$ cat src/rtl/ctrl_pkg.sv
// Shared definitions for the control-word pipeline:
// field indices, interrupt pseudo-op default, interrupt FSM encoding.
package ctrl_pkg;

  localparam int CW_RW         = 0;
  localparam int CW_ALU_OR_MEM = 1;
  localparam int CW_MEMWRITE   = 2;
  localparam int CW_BJ         = 13;
  localparam int CW_VGA_WE     = 20;
  localparam int CW_VGA_SEL    = 21;

  localparam logic [35:0] IRQ_CW_DEF = 36'h0;

  typedef enum logic [1:0] {
    IDLE = 2'd0,
    PEND = 2'd1,
    ISR  = 2'd2
  } irq_state_t;

endpackage

$ cat src/rtl/ctrl_pipe_irq_if.sv
// Decode-side inputs and per-stage outputs of the control pipe.
// The datapath side drives the master modport.
interface ctrl_pipe_irq_if #(
  parameter int CW     = 36,
  parameter int STAGES = 3
);

  logic [CW-1:0]        cw_D;
  logic                 valid_D;
  logic                 bj_taken_D;
  logic                 rti_D;
  logic [STAGES:0]      stall;
  logic [STAGES-1:0]    flush;
  logic                 irq_req;
  logic [STAGES*CW-1:0] cw_out;
  logic [STAGES-1:0]    valid_out;
  logic                 bubble_F;
  logic                 irq_ack;
  logic                 irq_inject;
  logic                 in_isr;

  modport master (
    output cw_D, valid_D, bj_taken_D, rti_D,
    output stall, flush, irq_req,
    input  cw_out, valid_out, bubble_F,
    input  irq_ack, irq_inject, in_isr
  );

  modport slave (
    input  cw_D, valid_D, bj_taken_D, rti_D,
    input  stall, flush, irq_req,
    output cw_out, valid_out, bubble_F,
    output irq_ack, irq_inject, in_isr
  );

endinterface

$ cat src/rtl/ctrl_stage_reg.sv
// One pipeline register for the control word plus its valid bit.
// Invalid entries always hold an all-zero word.
module ctrl_stage_reg #(
  parameter int CW = 36
) (
  input  logic          clk,
  input  logic          reset,
  input  logic          clr,
  input  logic          hold,
  input  logic          bub,
  input  logic [CW-1:0] cw_in,
  input  logic          v_in,
  output logic [CW-1:0] cw,
  output logic          valid
);

  always_ff @(posedge clk) begin
    if (reset || clr) begin
      cw    <= '0;
      valid <= 1'b0;
    end else if (!hold) begin
      if (bub) begin
        cw    <= '0;
        valid <= 1'b0;
      end else begin
        cw    <= v_in ? cw_in : '0;
        valid <= v_in;
      end
    end
  end

endmodule

$ cat src/rtl/ctrl_pipe_irq.sv
// Control-word pipe with stall/flush, branch fetch bubbles
// and counter-interrupt entry/return sequencing.
module ctrl_pipe_irq
  import ctrl_pkg::*;
#(
  parameter int              CW         = 36,
  parameter int              STAGES     = 3,
  parameter int              BR_BUBBLES = 1,
  parameter int              BJ_BIT     = CW_BJ,
  parameter logic [CW-1:0]   IRQ_CW     = CW'(IRQ_CW_DEF)
) (
  input logic           clk,
  input logic           reset,
  ctrl_pipe_irq_if.slave bus
);

  logic [CW-1:0] cw_q    [STAGES];
  logic          valid_q [STAGES];
  logic [2:0]    bcnt;
  logic [2:0]    bcnt_n;
  logic          bj_go;
  logic          inject;
  logic          can_inj;
  irq_state_t    st;
  irq_state_t    st_n;

  assign bj_go = bus.valid_D & bus.bj_taken_D & ~bus.stall[0];

  always_comb begin
    bcnt_n = bcnt;
    if (bj_go)
      bcnt_n = 3'(BR_BUBBLES);
    else if (bcnt != 3'd0 && !bus.stall[0])
      bcnt_n = bcnt - 3'd1;
  end

  always_ff @(posedge clk) begin
    if (reset) bcnt <= 3'd0;
    else       bcnt <= bcnt_n;
  end

  // Never separate a branch in stage 1 from its delay slot.
  assign can_inj = ~reset & ~bus.stall[0] & ~bus.stall[1]
                 & ~bus.flush[0] & (bcnt == 3'd0)
                 & ~(bus.valid_D & bus.bj_taken_D)
                 & ~cw_q[0][BJ_BIT];

  always_comb begin
    st_n   = st;
    inject = 1'b0;
    unique case (st)
      IDLE: if (bus.irq_req) st_n = PEND;
      PEND: if (can_inj) begin
        inject = 1'b1;
        st_n   = ISR;
      end
      ISR: if (bus.valid_D & bus.rti_D & ~bus.stall[0])
        st_n = IDLE;
      default: st_n = IDLE;
    endcase
  end

  always_ff @(posedge clk) begin
    if (reset) st <= IDLE;
    else       st <= st_n;
  end

  for (genvar g = 0; g < STAGES; g++) begin : g_st
    logic [CW-1:0] src_cw;
    logic          src_v;
    if (g == 0) begin : g_first
      assign src_cw = inject ? IRQ_CW : bus.cw_D;
      assign src_v  = inject | bus.valid_D;
    end else begin : g_rest
      assign src_cw = cw_q[g-1];
      assign src_v  = valid_q[g-1];
    end
    ctrl_stage_reg #(.CW(CW)) u_reg (
      .clk   (clk),
      .reset (reset),
      .clr   (bus.flush[g]),
      .hold  (bus.stall[g+1]),
      .bub   (bus.stall[g]),
      .cw_in (src_cw),
      .v_in  (src_v),
      .cw    (cw_q[g]),
      .valid (valid_q[g])
    );
    assign bus.cw_out[g*CW +: CW] = cw_q[g];
    assign bus.valid_out[g]       = valid_q[g];
  end

  assign bus.bubble_F   = (bcnt != 3'd0);
  assign bus.irq_ack    = inject;
  assign bus.irq_inject = inject;
  assign bus.in_isr     = (st == ISR);

endmodule

$ cat src/flat_wrapper.sv
// flat-port wrapper written by rule: the top's interface ports become plain ports
module ctrl_pipe_irq_flat import ctrl_pkg::*;
#(
  parameter int              CW         = 36,
  parameter int              STAGES     = 3,
  parameter int              BR_BUBBLES = 1,
  parameter int              BJ_BIT     = CW_BJ,
  parameter logic [CW-1:0]   IRQ_CW     = CW'(IRQ_CW_DEF)
)
  (clk, reset, bus_cw_D, bus_valid_D, bus_bj_taken_D, bus_rti_D, bus_stall, bus_flush, bus_irq_req, bus_cw_out, bus_valid_out, bus_bubble_F, bus_irq_ack, bus_irq_inject, bus_in_isr);
  ctrl_pipe_irq_if #(.CW(CW), .STAGES(STAGES)) bus_i ();
  input logic clk;
  input logic reset;
  input wire logic [$bits(bus_i.cw_D)-1:0] bus_cw_D;
  input wire logic [$bits(bus_i.valid_D)-1:0] bus_valid_D;
  input wire logic [$bits(bus_i.bj_taken_D)-1:0] bus_bj_taken_D;
  input wire logic [$bits(bus_i.rti_D)-1:0] bus_rti_D;
  input wire logic [$bits(bus_i.stall)-1:0] bus_stall;
  input wire logic [$bits(bus_i.flush)-1:0] bus_flush;
  input wire logic [$bits(bus_i.irq_req)-1:0] bus_irq_req;
  output wire logic [$bits(bus_i.cw_out)-1:0] bus_cw_out;
  output wire logic [$bits(bus_i.valid_out)-1:0] bus_valid_out;
  output wire logic [$bits(bus_i.bubble_F)-1:0] bus_bubble_F;
  output wire logic [$bits(bus_i.irq_ack)-1:0] bus_irq_ack;
  output wire logic [$bits(bus_i.irq_inject)-1:0] bus_irq_inject;
  output wire logic [$bits(bus_i.in_isr)-1:0] bus_in_isr;
  assign bus_i.cw_D = bus_cw_D;
  assign bus_i.valid_D = bus_valid_D;
  assign bus_i.bj_taken_D = bus_bj_taken_D;
  assign bus_i.rti_D = bus_rti_D;
  assign bus_i.stall = bus_stall;
  assign bus_i.flush = bus_flush;
  assign bus_i.irq_req = bus_irq_req;
  assign bus_cw_out = bus_i.cw_out;
  assign bus_valid_out = bus_i.valid_out;
  assign bus_bubble_F = bus_i.bubble_F;
  assign bus_irq_ack = bus_i.irq_ack;
  assign bus_irq_inject = bus_i.irq_inject;
  assign bus_in_isr = bus_i.in_isr;
  ctrl_pipe_irq #(.CW(CW), .STAGES(STAGES), .BR_BUBBLES(BR_BUBBLES), .BJ_BIT(BJ_BIT), .IRQ_CW(IRQ_CW)) u_core (.clk(clk), .reset(reset), .bus(bus_i));
endmodule
$ cat config.mk
export PLATFORM = sky130hd
export DESIGN_NAME = ctrl_pipe_irq_flat
export DESIGN_NICKNAME = d
export VERILOG_FILES = /design/src/rtl/ctrl_pkg.sv /design/src/rtl/ctrl_pipe_irq_if.sv /design/src/rtl/ctrl_stage_reg.sv /design/src/rtl/ctrl_pipe_irq.sv /design/src/flat_wrapper.sv
export SDC_FILE = /design/constraint.sdc
export NUM_CORES = 1
export LEC_CHECK = 0
export ABC_AREA = 1
export BUFFER_PORTS_ARGS = -buffer_cell sky130_fd_sc_hd__buf_2
export CAP_MARGIN = 25
export CORE_MARGIN = 2
export CORE_UTILIZATION = 45
export DETAILED_ROUTE_END_ITERATION = 7
export PLACE_DENSITY = 0.74
export SLEW_MARGIN = 20
export SYNTH_ARGS = -nofsm -noshare
export SYNTH_HDL_FRONTEND = slang
export SYNTH_SLANG_ARGS = --single-unit
$ cat constraint.sdc
create_clock -name clk -period 1.7 [get_ports clk]
set_clock_uncertainty 0.1 [all_clocks]
set_input_delay 0.085 -clock clk [delete_from_list [all_inputs] [get_ports clk]]
set_output_delay 0.085 -clock clk [all_outputs]
set_load 0.05 [all_outputs]
==> results_dict.tcl <==
set metrics [dict create \
    status "finished with violations" \
    violations "setup timing" \
    syn_avg_cell_area_sq_um 7.99 \
    die_w_um 102 \
    core_area_sq_mm 0.00933 \
    drt-total-wl_um 13600 \
    numCtsBuffers 17 \
    path_clk_slew_ns 0.06 \
    area_delta_synth_final_pct 46.9 \
    die_h_um 102 \
    crit_required_ns 1.51 \
    crit_path_start_kind "register" \
    grt_usage_pct 25.5 \
    cts_sinks 116 \
    gr-total-overflow 0 \
    path_max_fanout 3 \
    num_antenna_cells 0 \
    drv_cap 0 \
    clock_latency_ns 0.50 \
    grt_setup_unrepaired "yes" \
    fmax_mhz 559 \
    remaining_drc_errors 0 \
    ant_nets 0 \
    wire_per_inst_um 15.2 \
    cts_tree "yes" \
    synth-seq-area-share_pct 53.3 \
    rr_worst_depth 7 \
    syn_area_sq_mm 0.00436 \
    io_pins 164 \
    maxSlewHeadroom_pct 52.4 \
    grt_pass1_vias 4190 \
    dieArea_sq_mm 0.0105 \
    synth_top_area_cell "dfxtp_1" \
    worst_pin_slew_ns 0.714 \
    hold_class "input pin to register" \
    synth.top_cell.area_share_pct 53.3 \
    grt_pass1_wl_um 20700 \
    ys_warn_count 0 \
    gp_congestion 0.895 \
    setup_viol 2 \
    initial_core_util_pct 46.7 \
    ys_ff_latch 116 \
    setup_slack_ns -0.0904 \
    grt_start_max_net_pins 40 \
    critPathKind "register to primary output" \
    synth_nets 597 \
    fin_tns_setup_ns -0.180 \
    clk_path_buf_depth 2 \
    ir_drop_mv 0.808 \
    via_count 4566 \
    arrival_ns 1.61 \
    root_buffer "clkbuf_8" \
    worstPathCellList "inv_2, ha_4, nand2_4, nor2_4, nand3_2, clkinvlp_4, buf_8" \
    via_per_inst 5.12 \
    dr.pass1.iters 5 \
    h-tree-depth 4 \
    period_share_pct 105 \
    instances_no_fill 891 \
    hold_viol 0 \
    rows 35 \
    final_common_cell "buf_2" \
    placed_cell_area_sq_mm 0.00522 \
    holdPathStages 5 \
    power_leakage_uw 0.00265 \
    design_area_sq_mm 0.00641 \
    worst_setup_path_end_kind "primary output" \
    post-route-util_pct 68.7 \
    layout_common_cells "buf_2, nand2_1, a21oi_1" \
    netlist_instances 546 \
    dr.first_iter.drc_count 216 \
    drive_gt1_share_pct 31.2 \
    antenna_found_initial 0 \
    min_period_ns 1.79 \
    synthTopCellsByArea "dfxtp_1, nand2_1, a21oi_1" \
    fin_nets 800 \
    power_density_mw_per_mm2 1090 \
    drv_slew 0 \
    crit_slowest_cell "dfxtp_1" \
    place_hpwl_um 8870 \
    portBuffers 163 \
    yosysUniqueCellTypes 24 \
    max_stage_delay_ns 0.31 \
    dp.cells 804 \
]
==> worst max-delay path, delay by kind of cell (launching register included) <==
family / cells / cell delay [ns]
adders and majority gates: 1 / 0.16
buffers and inverters: 3 / 0.36
DFF: 1 / 0.31
and+or+nand+nor: 3 / 0.27
==> registers in the layout, summed over array words and instances (netlist names) <==
name,count
u_core.g_st.u_reg.cw,108
u_core.bcnt,3
u_core.g_st.u_reg.valid,3
u_core.st,2
==> routing by layer <==
layer  share of wire (%)  GRT usage (%)  wire length, um  vias up
li1                    -              -                -     2244
met1                  42           32.5             5700     2136
met2                  51           42.0             6860      165
met3                 5.6           5.81              758       21
met4                 1.8           9.85              248        0
met5                   0              0                0        -
==> Yosys cell counts <==
cell / number
nor3_1: 1
buf_6: 2
nor2_1: 6
nand4_1: 36
xor2_1: 1
a21oi_1: 115
nor2_2: 1
buf_4: 7
buf_2: 31
o2111ai_1: 1
ha_1: 2
or2_1: 1
nor3_4: 1
nand3_2: 1
or2_2: 1
dfxtp_1: 116
clkbuf_1: 7
inv_1: 12
nand3_1: 39
nand2_1: 157
a211oi_1: 1
buf_1: 2
inv_2: 4
nand2_2: 1
==> cell type report <==
cell class	instances	area [sq um]
Clock buffer	20	445
Clock inverter	12	154
Fill cell	786	2920
Inverter	16	63.8
Multi-Input combinational cell	365	1750
Sequential cell	116	2320
Tap cell	129	161
Timing Repair Buffer	233	1500
==> report_power, final <==
group	leakage, uW	total, uW	internal (uW)	switching (uW)
Combinational	0.00142	686	289	397
Clock	0.000287	3540	2310	1230
Sequential	0.000936	2770	2750	23.7
==> through the flow <==
step	total power, uW	hold slack, ns	worst slack (ns)
final	7000	0.0347	-0.0904
after global routing	7210	0.0303	-0.176
after CTS	6980	0.00650	-0.0875
after detailed placement	3300	0.261	0.0797
after global placement	3290	0.238	0.148
after floorplan	3160	0.0541	0.0143
==> cell families after synthesis <==
kind of cell	count (synthesis)	synth area share, %
buf+inv	65	7.43
compound gates	117	13.6
flops	116	53.3
fa+ha+maj	2	0.574
xor+xnor	1	0.201
simple gates	245	25.0
==> worst paths after layout <==
kind	startpoint	slack (ns)	endpoint
setup / recovery	u_core.bcnt[0]	-0.09	bus_irq_ack
hold / removal	bus_stall[1]	0.03	u_core.g_st[1].u_reg.cw[21]
setup reg to reg	u_core.g_st[0].u_reg.cw[13]	0.10	u_core.st[0]
hold reg to reg	u_core.g_st[2].u_reg.cw[35]	0.36	u_core.g_st[2].u_reg.cw[35]
==> what timing repair did <==
item,in CTS,in global routing
hold buffers,46,0
gates cloned,0,0
hold endpoints to repair,63,0
setup buffers,6,3
setup endpoints to repair,2,32
gates resized for setup,11,7
pin swaps,3,2
Note: power is estimated with default switching activity, not from simulation.
